===== config.mk =====
export PLATFORM = sky130hd
export DESIGN_NAME = uart_serial_bridge
export DESIGN_NICKNAME = d
export VERILOG_FILES = /design/src/rtl/uart_serial_bridge.sv
export SDC_FILE = /design/constraint.sdc
export NUM_CORES = 1
export LEC_CHECK = 0
export BUFFER_PORTS_ARGS = -buffer_cell sky130_fd_sc_hd__buf_2
export CORE_AREA = 2 2 101 93
export DETAILED_ROUTE_END_ITERATION = 10
export DIE_AREA = 0 0 103 95
export GPL_TIMING_DRIVEN = 0
export PLACE_DENSITY = 0.89
export REMOVE_ABC_BUFFERS = 1
export SYNTH_ARGS = -nofsm -noshare
export SYNTH_HDL_FRONTEND = slang
export SYNTH_SLANG_ARGS = --single-unit

===== constraint.sdc =====
create_clock -name clock -period 4.95 [get_ports clock]
set_clock_uncertainty 0.2 [all_clocks]
set_input_delay 1.2375 -clock clock [delete_from_list [all_inputs] [get_ports clock]]
set_output_delay 1.2375 -clock clock [all_outputs]
set_load 0.01 [all_outputs]

===== src/rtl/uart_serial_bridge.sv =====
`default_nettype none
// ============================================================================
// Module      : uart_serial_bridge
// Description : 8N1 UART bit-level adapter. Deserializes txd into a FIFO-backed
//               byte stream and serializes an input byte stream onto rxd.
// Revision    : 1.0 - initial release
// ============================================================================
module uart_serial_bridge #(
    parameter int DIV        = 16,
    parameter int FIFO_DEPTH = 4
) (
    input  logic       clock,
    input  logic       reset,
    input  logic       txd,
    output logic       rxd,
    output logic       serial_out_valid,
    input  logic       serial_out_ready,
    output logic [7:0] serial_out_bits,
    input  logic       serial_in_valid,
    output logic       serial_in_ready,
    input  logic [7:0] serial_in_bits,
    output logic       framing_error,
    output logic       overflow
);

    localparam int          c_AW      = $clog2(FIFO_DEPTH);
    localparam int          c_PW      = c_AW + 1;
    localparam logic [15:0] c_DIV_M1  = 16'(DIV - 1);
    localparam logic [15:0] c_HALF_M1 = 16'(DIV / 2 - 1);

    localparam logic [1:0] c_RX_IDLE  = 2'd0;
    localparam logic [1:0] c_RX_START = 2'd1;
    localparam logic [1:0] c_RX_DATA  = 2'd2;
    localparam logic [1:0] c_RX_STOP  = 2'd3;

    localparam logic c_TX_IDLE  = 1'b0;
    localparam logic c_TX_SHIFT = 1'b1;

    // ------------------------------------------------------------------
    // txd synchronizer
    // ------------------------------------------------------------------
    logic r_txd_meta;
    logic r_txd_s;

    always_ff @(posedge clock or posedge reset) begin
        if (reset) begin
            r_txd_meta <= 1'b1;
            r_txd_s    <= 1'b1;
        end else begin
            r_txd_meta <= txd;
            r_txd_s    <= r_txd_meta;
        end
    end

    // ------------------------------------------------------------------
    // RX deserializer
    // ------------------------------------------------------------------
    logic [1:0]  r_rx_state;
    logic [15:0] r_rx_cnt;
    logic [2:0]  r_rx_idx;
    logic [7:0]  r_rx_shift;
    logic        r_rx_armed;

    logic [7:0]      r_mem [FIFO_DEPTH];
    logic [c_PW-1:0] r_wr_ptr;
    logic [c_PW-1:0] r_rd_ptr;
    logic            r_framing_error;
    logic            r_overflow;

    logic w_empty;
    logic w_full;
    logic w_pop;
    logic w_stop_sample;
    logic w_push;

    assign w_empty       = (r_wr_ptr == r_rd_ptr);
    assign w_full        = (r_wr_ptr[c_AW] != r_rd_ptr[c_AW]) &&
                           (r_wr_ptr[c_AW-1:0] == r_rd_ptr[c_AW-1:0]);
    assign w_pop         = !w_empty && serial_out_ready;
    assign w_stop_sample = (r_rx_state == c_RX_STOP) && (r_rx_cnt == 16'd0);
    // A pop on the same edge frees the slot, so a full FIFO still accepts.
    assign w_push        = w_stop_sample && r_txd_s && (!w_full || w_pop);

    always_ff @(posedge clock or posedge reset) begin
        if (reset) begin
            r_rx_state <= c_RX_IDLE;
            r_rx_cnt   <= 16'd0;
            r_rx_idx   <= 3'd0;
            r_rx_shift <= 8'd0;
            r_rx_armed <= 1'b1;
        end else begin
            case (r_rx_state)
                c_RX_IDLE: begin
                    // A line held low after a bad stop bit must go high first.
                    if (r_txd_s) begin
                        r_rx_armed <= 1'b1;
                    end else if (r_rx_armed) begin
                        r_rx_state <= c_RX_START;
                        r_rx_cnt   <= c_HALF_M1;
                    end
                end
                c_RX_START: begin
                    if (r_rx_cnt == 16'd0) begin
                        if (!r_txd_s) begin
                            r_rx_state <= c_RX_DATA;
                            r_rx_cnt   <= c_DIV_M1;
                            r_rx_idx   <= 3'd0;
                        end else begin
                            r_rx_state <= c_RX_IDLE;
                        end
                    end else begin
                        r_rx_cnt <= r_rx_cnt - 16'd1;
                    end
                end
                c_RX_DATA: begin
                    if (r_rx_cnt == 16'd0) begin
                        r_rx_shift <= {r_txd_s, r_rx_shift[7:1]};
                        r_rx_cnt   <= c_DIV_M1;
                        r_rx_idx   <= r_rx_idx + 3'd1;
                        if (r_rx_idx == 3'd7) begin
                            r_rx_state <= c_RX_STOP;
                        end
                    end else begin
                        r_rx_cnt <= r_rx_cnt - 16'd1;
                    end
                end
                default: begin
                    if (r_rx_cnt == 16'd0) begin
                        r_rx_state <= c_RX_IDLE;
                        r_rx_armed <= r_txd_s;
                    end else begin
                        r_rx_cnt <= r_rx_cnt - 16'd1;
                    end
                end
            endcase
        end
    end

    // ------------------------------------------------------------------
    // RX FIFO and sticky status
    // ------------------------------------------------------------------
    always_ff @(posedge clock or posedge reset) begin
        if (reset) begin
            r_wr_ptr        <= '0;
            r_rd_ptr        <= '0;
            r_framing_error <= 1'b0;
            r_overflow      <= 1'b0;
            for (int i = 0; i < FIFO_DEPTH; i++) begin
                r_mem[i] <= 8'd0;
            end
        end else begin
            if (w_push) begin
                r_mem[r_wr_ptr[c_AW-1:0]] <= r_rx_shift;
                r_wr_ptr                  <= r_wr_ptr + c_PW'(1);
            end
            if (w_pop) begin
                r_rd_ptr <= r_rd_ptr + c_PW'(1);
            end
            if (w_stop_sample && !r_txd_s) begin
                r_framing_error <= 1'b1;
            end
            if (w_stop_sample && r_txd_s && w_full && !w_pop) begin
                r_overflow <= 1'b1;
            end
        end
    end

    assign serial_out_valid = !w_empty;
    assign serial_out_bits  = r_mem[r_rd_ptr[c_AW-1:0]];
    assign framing_error    = r_framing_error;
    assign overflow         = r_overflow;

    // ------------------------------------------------------------------
    // TX serializer
    // ------------------------------------------------------------------
    logic        r_tx_state;
    logic [15:0] r_tx_cnt;
    logic [3:0]  r_tx_bit;
    logic [8:0]  r_tx_shift;
    logic        r_rxd;
    logic        r_in_ready;

    always_ff @(posedge clock or posedge reset) begin
        if (reset) begin
            r_tx_state <= c_TX_IDLE;
            r_tx_cnt   <= 16'd0;
            r_tx_bit   <= 4'd0;
            r_tx_shift <= 9'd0;
            r_rxd      <= 1'b1;
            r_in_ready <= 1'b0;
        end else begin
            case (r_tx_state)
                c_TX_IDLE: begin
                    r_in_ready <= 1'b1;
                    if (serial_in_valid && r_in_ready) begin
                        r_tx_state <= c_TX_SHIFT;
                        r_in_ready <= 1'b0;
                        r_rxd      <= 1'b0;
                        r_tx_shift <= {1'b1, serial_in_bits};
                        r_tx_cnt   <= c_DIV_M1;
                        r_tx_bit   <= 4'd0;
                    end
                end
                default: begin
                    // Leave one cycle early so the idle handshake cycle is the
                    // stop bit's last cycle and frames stay gapless.
                    if (r_tx_bit == 4'd9 && r_tx_cnt == 16'd1) begin
                        r_tx_state <= c_TX_IDLE;
                        r_in_ready <= 1'b1;
                    end else if (r_tx_cnt == 16'd0) begin
                        r_tx_cnt   <= c_DIV_M1;
                        r_tx_bit   <= r_tx_bit + 4'd1;
                        r_rxd      <= r_tx_shift[0];
                        r_tx_shift <= {1'b1, r_tx_shift[8:1]};
                    end else begin
                        r_tx_cnt <= r_tx_cnt - 16'd1;
                    end
                end
            endcase
        end
    end

    assign rxd             = r_rxd;
    assign serial_in_ready = r_in_ready;

endmodule
`default_nettype wire

-- Word level (Yosys, flattened, before mapping)
Cells that the tools add are included.
- register bits after elaboration: 104
- input bits: 13
- output and inout bits: 13
- logic and storage cells: 134
- $add $sub $neg: 6
- $lt $le $gt $ge: 3
- equal/unequal tests: 21
- multiplexer cells: 50
- bitwise operators: 3
- reduce and logical (&&, ||, !) cells: 30
- operators with widths (kind ; count):
    two-way mux 16 bit ; 10
    one-hot mux 16 bit (3 select lines) ; 1
    two-way mux 9 bit ; 4
    bitwise mux 32 bit ; 1
    zero test 16 bit ; 2
    subtractor 16 x 1 -> 16 bit, second input constant ; 2
    two-way mux 8 bit ; 3
    binary-select mux 8 bit (select 2 bit) ; 1
    demux 8 bit (select 2 bit) ; 1
    == test 16 x 1 -> 1 bit, second input constant ; 1
    two-way mux 4 bit ; 4
    != test 2 bit, second input constant ; 8
    two-way mux 2 bit ; 7
    two-way mux 1 bit ; 12
    logical AND 1 bit ; 11
    adder 3 x 1 -> 3 bit, second input constant ; 3
    two-way mux 3 bit ; 3
    AND reduction 4 bit ; 2
    >= comparator 3 bit, second input constant ; 2
    inverter 2 -> 3 bit ; 2
    one-hot mux 2 bit (3 select lines) ; 1
    one-hot mux 3 bit (2 select lines) ; 1
    AND reduction 3 bit ; 2
    AND reduction 6 bit ; 1
    other kinds (20) ; 28

-- Longest topological paths before layout
- word-level depth: 6
- gate-level depth with buffers: 9
- mapped depth without buffers: 8

-- Worst setup path before layout
No wires, ideal clock.
- path kind: input to register
- start point: input serial_in_valid
- end point: register r_tx_cnt[10]
- setup time: 0.078 ns
- data arrival time: 2.568 ns
- data required time: 4.672 ns
- slack: 2.104 ns
- stages: 8
- buffers on the path: 3
- cell sequence: and3b_1 > clkbuf_1 > nor4_1 > a21o_1 > buf_2 > clkbuf_1 > o21ai_0 > a21oi_1
- word-level cells in the longest chain between the ends: 3
- RTL lines (item ; line ; RTL):
    start: declaration ; 19 ; input logic serial_in_valid,
    logical AND 1 bit ; 195 ; if (serial_in_valid && r_in_ready) begin
    nonzero test 2 bit (no source line) ; n/a ;
    AND reduction 2 bit (no source line) ; n/a ;
    end signal: assignment ; 200 ; r_tx_cnt <= c_DIV_M1;
    end signal: assignment ; 211 ; r_tx_cnt <= c_DIV_M1;
    end signal: assignment ; 216 ; r_tx_cnt <= r_tx_cnt - 16'd1;
    end: declaration ; 177 ; logic [15:0] r_tx_cnt;
Every way passes these cells.
A chain may end at the register's enable or synchronous reset.

-- Worst setup path in the final report
- start point: register r_rx_cnt[3]
- end point: register r_rx_cnt[15]
- word-level cells in the longest chain between the ends: 3
- elaborated cells on any way between the ends: 9
- classes of those cells: 1 x add/sub; 2 x eq/ne; 4 x mux; 2 x reduce/logical
- RTL lines (item ; line ; RTL):
    start: declaration ; 59 ; logic [15:0] r_rx_cnt;
    start signal: assignment ; 99 ; r_rx_cnt <= c_HALF_M1;
    start signal: assignment ; 106 ; r_rx_cnt <= c_DIV_M1;
    start signal: assignment ; 112 ; r_rx_cnt <= r_rx_cnt - 16'd1;
    subtractor 16 x 1 -> 16 bit or zero test 16 bit (tied branches) ; n/a ;
    two-way mux 16 bit, or another cell as far along ; 128 ; if (r_rx_cnt == 16'd0) begin
    one-hot mux 16 bit (3 select lines) or AND reduction 4 bit (tied branches) ; n/a ;
Parallel ways exist; a longest one is shown, timed or not. The select of a mux whose other input is x is not followed.

==> summary.md <==
| Metric | Value |
|---|---|
| Mapped Cells | 457 |
| Die height | 95 um |
| Post-route minimum period | 3520 ps |
| Leakage power | 0.00265 uW |
| Combinational family with the most area after synthesis | simple AND/OR/NAND/NOR gates |
| Largest net degree at the start of global routing | 64 |
| TritonCTS clock tree | done |
| Die W | 103 um |
| Top_reg_cell synth | dfrtp_1 |
| IR drop worst, VDD | 0.244 mV |
| Antenna-violating nets left | 0 |
| Post-route insts no fill | 605 |
| Ys Warns | 0 |
| Fin Setup TNS | 0 ps |
| Clk root buf | clkbuf_8 |
| Area Growth Syn to Fin | 8.94% |
| Vias | 3599 |
| Final Util | 63.3% |
| Placer Congestion | 0.841 |
| CTS hold repair buffers | 0 |
| CP max FO | 12 |
| Vias in the first global route | 3525 |
| Clock transition at path regs | 100 ps |
| PnR worst setup slack | 1430 ps |
| H-tree depth | 3 |
| Post-Place Worst Slack | 1480 ps |
| WP data required | 5040 ps |
| Synth top cells by count | dfrtp_1, mux2_2, nand2_1, o21ai_0, nor2_1 |
| Drt drc | 0 |
| Detailed placer's ending HPWL | 6.55 mm |
| Max Freq | 0.284 GHz |
| Full die area | 9790 um^2 |
| Hold Vio Cnt, Final | 0 |
| Worst Tran Pin Value | 1160 ps |
| Placeable Area | 8840 um^2 |
| MaxCap Viol Count | 0 |
| Initial antenna violation count | 0 |
| CTS Buf Count | 9 |
| Hold Path Class | reg -> reg |
| Nature of the critical path endpoint | flop |
| Clk buf depth | 2 |
| Syn_area_per_cell | 11.2 um^2 |
| Post-CTS Setup Repair Bufs | 0 |
| Post-Synth Adder-Cell Area | 4.63% |
| Fin crit share | 71.0% |
| Unrepaired setup endpoints after global routing | no |
| Fillcell total | 701 |
| Synth Register Bits | 104 |
| Post-Synth XOR/XNOR Area | 2.90% |
| Iteration-0 DRC Markers | 194 |
| Global-route wire length before repair | 16.4 mm |
| Synth cell types | 53 |
| Antenna Cells | 0 |
| Post-synthesis sequential area ratio | 50.8% |
| Via density per instance | 5.95 |
| Synth area leader | dfrtp_1 |
| Async S/R FF share, synth | 100% |
| # port buffers | 25 |
| Synth area leaders | dfrtp_1, mux2_2, ha_1, mux4_2, o21ai_0 |
| Max-Slew Margin vs Limit | 21.9% |
| Leading cell type by number of instances after synthesis | dfrtp_1 |
| Post-layout net count | 510 |
| DR WL/cell | 15.7 um |
| Critical setup path kind | reg -> reg |
| Layout cell share with drive strength beyond 1 | 20.9% |
| Status | complete, no violations |
| Final setup viols | 0 |
| Reg2reg setup slack | 1430 ps |
| Row count | 33 |
| Placed Cells | 589 |
| PostCTS Resize Cnt | 0 |
| Clock latency on the worst-skew pair | 380 ps |
| Synth top area share | 48.7% |
| Post-synthesis mux area share | 14.2% |
| All-layer global routing usage | 21.3% |
| Routed wire length | 9.52 mm |
| Gr ovfl total | 0 |
| Power Density | 504 nW/um^2 |
| Synth Area in Simple Gates | 14.9% |
| DRT Pass-1 Iters | 5 |
| Final Max Tran Viols | 0 |
| CP startpoint kind | flop |
| Netlist Area Pre-Place | 5140 um^2 |
| EDFF count, synth | 0 |
| I/O pins | 26 |
| Initial Utilization | 58.1% |
| WP data arrival | 3610 ps |
| Clk sinks | 104 |
| Compound-Gate Fraction of Synth Area | 10.2% |
[stage by stage]
step	cell area (um^2)	hold WS (ps)	total power (uW)
after global placement	5350	149	2200
final	5600	166	2820
after floorplan	5070	145	2010
after global routing	5600	175	3030
after detailed placement	5380	153	2280
after CTS	5590	169	2820
[flip-flops by register name, indices dropped and copies added (netlist names)]
signal           flops
overflow             1
r_tx_bit             4
r_rx_armed           1
r_rx_idx             3
serial_in_ready      1
r_tx_shift           9
r_rd_ptr             3
rxd                  1
r_rx_cnt            16
r_wr_ptr             3
r_tx_cnt            16
r_rx_state           2
r_txd_s              1
framing_error        1
r_tx_state           1
r_mem               32
r_txd_meta           1
r_rx_shift           8
[worst max-delay path: stages (launching register included)]
cell      delay [ps]
dfrtp_1          470
nor4_1           650
nand4_1          500
o21ai_0         1050
a211oi_2         330
a21oi_1          230
[metal layers]
layer | vias to the layer above | share of wire [%] | global-route usage, %
li1 | 1707 | - | -
met1 | 1793 | 44 | 27.9
met2 | 85 | 50 | 35.3
met3 | 14 | 3.6 | 4.52
met4 | 0 | 1.5 | 7.02
met5 | - | 0 | 0
[area by class of cell]
cell class                 count  area, um^2  share of cell area [%]
timing repair buffer          26         153                    2.73
clock inverter                 7        86.3                    1.54
clock buffer                   9         124                    2.21
tap                          122         153                    2.73
multi-input combinational    321        2410                    43.1
inverter                      16        62.6                    1.12
sequential                   104        2610                    46.6
[kinds of logic after synthesis]
kind of cell,Yosys count
mux,58
flops,104
fa+ha+maj,19
simple gates,141
compound gates,86
buf+inv,32
xor+xnor,17
[power by group]
group | leakage (uW) | switching (uW) | total [uW] | internal (uW)
Clock | 0.000105 | 332 | 536 | 204
Sequential | 0.00136 | 249 | 1300 | 1050
Combinational | 0.00118 | 570 | 981 | 411
[cell usage in the layout, fill, tap and decap left out, types with 5 or more instances in the layout]
| master | instances |
|---|---|
| a21oi_1 | 21 |
| buf_2 | 25 |
| clkbuf_8 | 9 |
| dfrtp_1 | 100 |
| ha_1 | 19 |
| inv_1 | 15 |
| mux2_2 | 39 |
| mux2i_1 | 10 |
| mux4_2 | 8 |
| nand2_1 | 34 |
| nand2b_1 | 6 |
| nand3_1 | 7 |
| nand4_1 | 5 |
| nor2_1 | 28 |
| nor3_1 | 8 |
| nor4_1 | 6 |
| o21ai_0 | 34 |
| o31ai_1 | 6 |
| or3_1 | 16 |
| or4_1 | 9 |
| xnor2_1 | 8 |
| xor2_1 | 9 |
[worst paths after layout]
kind | startpoint | endpoint | depth (start not counted)
setup / recovery | r_rx_cnt[3] | r_rx_cnt[15] | 5
hold / removal | r_txd_meta | r_txd_s | 0
setup reg to reg | r_rx_cnt[3] | r_rx_cnt[15] | 5
hold reg to reg | r_txd_meta | r_txd_s | 0
max in group asynchronous | reset | r_mem[13] | 3
min in group asynchronous | reset | r_rx_state[1] | 2
(Power assumes the default switching activity.)
